### config.mk
export PLATFORM = sky130hd
export DESIGN_NAME = delay_mix
export DESIGN_NICKNAME = d
export VERILOG_FILES = /design/src/rtl/delay_mix.sv
export SDC_FILE = /design/constraint.sdc
export NUM_CORES = 1
export LEC_CHECK = 0
export BUFFER_PORTS_ARGS = -buffer_cell sky130_fd_sc_hd__buf_2
export CAP_MARGIN = 40
export CORE_MARGIN = 8
export CORE_UTILIZATION = 65
export CTS_CLUSTER_DIAMETER = 40
export CTS_CLUSTER_SIZE = 25
export DETAILED_ROUTE_END_ITERATION = 12
export GPL_ROUTABILITY_DRIVEN = 0
export GPL_TIMING_DRIVEN = 0
export HOLD_SLACK_MARGIN = 0.1
export PLACE_DENSITY = 0.87
export SLEW_MARGIN = 5
export SYNTH_ARGS = -nofsm -noshare
export SYNTH_HDL_FRONTEND = slang
export SYNTH_SLANG_ARGS = --single-unit
### constraint.sdc
create_clock -name clk -period 18.4 [get_ports clk]
set_clock_uncertainty 0.2 [all_clocks]
set_input_delay 0.92 -clock clk [delete_from_list [all_inputs] [get_ports clk]]
set_output_delay 0.92 -clock clk [all_outputs]
set_load 0.02 [all_outputs]
### src/rtl/delay_mix.sv
// Dry/wet mixer and feedback stage for the delay datapath.
// One shared signed multiplier, sequenced over a fixed 5-cycle schedule.
module delay_mix #(
  parameter int DW = 16,
  parameter int GW = 8
) (
  input  logic          clk,
  input  logic          rst,
  input  logic          start,
  input  logic [DW-1:0] dry_in,
  input  logic [DW-1:0] wet_in,
  input  logic [GW-1:0] mix_gain,
  input  logic [GW-1:0] fb_gain,
  output logic          busy,
  output logic          done,
  output logic [DW-1:0] dac_out,
  output logic [DW-1:0] ram_out
);

  localparam int AW = DW + GW + 4;

  typedef enum logic [2:0] {IDLE, MD, MW, MF, SAT} state_t;

  state_t state, state_nxt;

  logic signed [DW:0]   d_q, w_q;
  logic [GW-1:0]        m_q, f_q;
  logic signed [AW-1:0] acc_q, p_q;

  logic [GW:0]          dry_gain;
  logic signed [DW:0]   mul_a;
  logic signed [GW+1:0] mul_b;
  logic signed [AW-1:0] prod;
  logic signed [AW-1:0] d_ext, p_sh, mix_sh, fb_sum;

  // 256-m needs one extra bit; m=0 gives exactly 256
  assign dry_gain = {1'b1, {GW{1'b0}}} - {1'b0, m_q};

  always_comb begin
    mul_a = d_q;
    mul_b = {1'b0, dry_gain};
    case (state)
      MW:      begin mul_a = w_q; mul_b = {2'b00, m_q}; end
      MF:      begin mul_a = w_q; mul_b = {2'b00, f_q}; end
      default: ;
    endcase
  end

  // Product formed at accumulator width; both operands signed so it sign-extends
  assign prod   = mul_a * mul_b;
  assign d_ext  = d_q;
  assign p_sh   = p_q >>> GW;
  assign mix_sh = acc_q >>> GW;
  assign fb_sum = d_ext + p_sh;

  // Clamp to DW-bit two's complement, then flip MSB back to offset-binary
  function automatic logic [DW-1:0] sat_ob(input logic signed [AW-1:0] v);
    logic signed [AW-1:0] hi, lo;
    hi = {{(AW-DW+1){1'b0}}, {(DW-1){1'b1}}};
    lo = {{(AW-DW+1){1'b1}}, {(DW-1){1'b0}}};
    if (v > hi)      sat_ob = {DW{1'b1}};
    else if (v < lo) sat_ob = '0;
    else             sat_ob = {~v[DW-1], v[DW-2:0]};
  endfunction

  always_comb begin
    state_nxt = state;
    case (state)
      IDLE:    if (start) state_nxt = MD;
      MD:      state_nxt = MW;
      MW:      state_nxt = MF;
      MF:      state_nxt = SAT;
      SAT:     state_nxt = IDLE;
      default: state_nxt = IDLE;
    endcase
  end

  assign busy = (state != IDLE);

  always_ff @(posedge clk) begin
    if (rst) begin
      state   <= IDLE;
      d_q     <= '0;
      w_q     <= '0;
      m_q     <= '0;
      f_q     <= '0;
      acc_q   <= '0;
      p_q     <= '0;
      done    <= 1'b0;
      dac_out <= {1'b1, {(DW-1){1'b0}}};
      ram_out <= {1'b1, {(DW-1){1'b0}}};
    end else begin
      state <= state_nxt;
      done  <= 1'b0;
      case (state)
        IDLE: if (start) begin
          d_q <= {~dry_in[DW-1], ~dry_in[DW-1], dry_in[DW-2:0]};
          w_q <= {~wet_in[DW-1], ~wet_in[DW-1], wet_in[DW-2:0]};
          m_q <= mix_gain;
          f_q <= fb_gain;
        end
        MD:  acc_q <= prod;
        MW:  acc_q <= acc_q + prod;
        MF:  p_q   <= prod;
        SAT: begin
          dac_out <= sat_ob(mix_sh);
          ram_out <= sat_ob(fb_sum);
          done    <= 1'b1;
        end
        default: ;
      endcase
    end
  end

endmodule
==> results.yml <==
run_status:
  status: "completed"
floorplanning:
  start_util: 0.654
  io_pins: 85
  core-area_mm2: 0.0200
  dieArea_mm2: 0.0249
  row_count: 52
  die_w_um: 158
  die_h_um: 158
detailed_routing:
  ant_nets: 0
  via_per_inst: 6.17
  dr_total_vias: 12375
  firstDrtPassIters: 9
  drt_iter0_drc: 1368
  wl_um: 38200
  wire_per_inst_um: 19.1
  drc: 0
synth:
  ys_seq_area_frac: 0.201
  ys_ff_latch: 131
  synth-edff-count: 0
  async_flop_share: 0
  ys_warn_count: 0
  synth_nets: 1900
  synth_cells: 1615
  synth_area_mm2: 0.0131
  synth_ff_type: "dfxtp_1"
  synth_area_leaders: "dfxtp_1 20%, fa_1 19%, ha_1 10%"
  syn_area_per_cell_um2: 8.09
  synth_area_leader_cell: "dfxtp_1"
  synth_top_area_share: 0.201
  yosysUniqueCellTypes: 81
timing:
  final.setup.tns_ns: 0
  maxSlewHeadroom: 0.374
  finalSetupViolCount: 0
  holdWs_ns: 0.252
  tightestPinTransition_ns: 0.930
  hold_viol_final: 0
  rsz0062_at_grt: "false"
  fin_crit_sh: 0.562
  finalCriticalPeriod_ns: 10.33
  max_freq_mhz: 96.8
  slew_violations: 0
power:
  leakagePower_uw: 0.00700
  clkPwrFrac: 0.201
  power_density_mw_per_mm2: 123
  seqPwrFrac: 0.191
  ir_worst_vdd_mv: 0.107
  power_switching_share: 0.484
  combinationalPowerShare: 0.608
  power.switching_uw: 859
  internal_power_uw: 918
grt:
  grt_pass1_wl_um: 61000
  grt_overflow: 0
  grt_max_degree: 17
  first_global_vias: 12109
  antenna_found_initial: 0
  grt_use_total: 0.312
critical_path:
  cp_slowest_cell: "mux2i_1"
  cpLargestDelayFamily: "adder cells"
  crit_path_start_kind: "flip-flop"
  max_stage_delay_ns: 0.76
  crit_top_cell: "fa_1"
  crit_path_end_kind: "flip-flop"
  cp.arrival_ns: 10.44
  critical_path_class: "reg2reg"
  path_max_fanout: 10
  crit_buf_inv: 8
  critPathRequiredTime_ns: 18.50
clock_tree:
  cts_buffers: 17
  htreeDepth: 4
  cts_tree: "built"
  cts.path.max_buffers: 2
  post_cts_resized: 0
  root_buffer: "clkbuf_16"
  cts_num_sinks: 131
  clk_latency_ns: 0.42
  post_cts_buffers: 0
  clk_pin_slew_worst_paths_ns: 0.06
  postCtsHoldBufs: 0
final_layout:
  n_antenna_cell: 0
  area_growth_pct: 10.9
  fillers: 1469
  multi_input_area_mm2: 0.00950
  drive_gt1_frac: 0.0996
  seqCellArea_mm2: 0.00262
  nNetsFinal: 2009
min_path:
  worstHoldPathType: "reg2reg"
job:
  max-cap-violations: 0
placement:
  io_buffer_count: 84
  hpwl_um: 30100
-- cell usage in the layout, fill, tap and decap left out, drive strengths merged, types with 11 or more instances in the layout --
cell type and n:
a2111oi 11, a211oi 17, a21o 35, a21oi 140, buf 104, clkbuf 77, dfxtp 131, fa 127
ha 107, inv 172, mux2i 17, nand2 282, nand2b 12, nand3 19, nand4 12, nor2 176
nor3 25, o21ai 49, o21bai 12, o32ai 15, or3 18, xnor2 44, xor2 22
-- layer usage --
layer / track usage / part of all wire
met5: 0 / 0
met1: 0.392 / 0.37
met3: 0.0568 / 0.11
met4: 0.174 / 0.058
met2: 0.499 / 0.46
-- layout make-up --
class,count,area share
Buffer,71,0.0208
Clock buffer,20,0.0322
Clock inverter,12,0.0107
Inverter,172,0.0446
Multi-Input combinational cell,1241,0.656
Sequential cell,131,0.181
Tap cell,270,0.0233
Timing Repair Buffer,90,0.0318
-- cells by family after synthesis --
| logic type | share of synthesized area |
|---|---|
| buffers and inverters | 0.0725 |
| multiplexers | 0.0130 |
| AND/OR/NAND/NOR | 0.189 |
| flip-flops | 0.201 |
| AO/OA/AOI/OAI | 0.183 |
| adder cells (fa/ha/maj) | 0.297 |
| XOR/XNOR | 0.0448 |
-- worst min-delay path, cell delays in order (launching register included) --
cell and delay [ns]:
dfxtp_1 0.31, nand2_1 0.05, a21oi_1 0.05
-- Yosys cell counts, drive strengths merged (5+ instances only) --
cell type  instances
a31oi              7
a221oi             7
o21a               7
ha               107
o21ai             49
or2                5
a211oi            17
nor2             176
mux2i             17
inv              172
o22ai              7
xnor2             44
a21oi            140
o21bai            12
clkbuf            57
and3               5
buf               14
nand4             12
or3               18
nor3              25
nand2            282
nor2b             10
a2111oi           11
xor2              22
nand3             19
nand2b            12
a21o              35
o32ai             15
and2               6
dfxtp            131
o211ai             5
fa               127
-- final timing paths --
kind | start | end | slack, ns | depth (start not counted)
min reg2reg | dac_out[3] | dac_out[3] | 0.25 | 2
max | state[2] | acc_q[23] | 8.07 | 35
min | dac_out[3] | dac_out[3] | 0.25 | 2
max reg2reg | state[2] | acc_q[23] | 8.07 | 35
-- flip-flops by register name, summed over array words and instances (netlist names) --
name and flops:
acc_q 28, d_q 16, dac_out 16, done 1, f_q 8, m_q 8
p_q 19, ram_out 16, state 3, w_q 16
-- metrics by stage --
| stage | total power [µW] | utilization | cells | instance area, µm² | worst slack [ns] |
|---|---|---|---|---|---|
| 6_report | 1780 | 0.725 | 2007 | 14500 | 8.07 |
| 5_1_grt | 1880 | 0.725 | 2007 | 14500 | 7.52 |
| 4_1_cts | 1740 | 0.725 | 2007 | 14500 | 8.35 |
| 3_5_place_dp | 1370 | 0.694 | 1975 | 13900 | 8.45 |
| 3_3_place_gp | 1330 | 0.692 | 1969 | 13800 | 8.09 |
| 2_1_floorplan | 1100 | - | 1615 | 13100 | 9.90 |
-- power groups by stage --
stage	sequential [µW]	clock, µW	combinational, µW
global route	341	370	1170
finish	340	357	1080
detailed placement	343	0	1030
floorplan	336	0	764
CTS	338	354	1050
global placement	342	0	989
(Power assumes the default switching activity.)
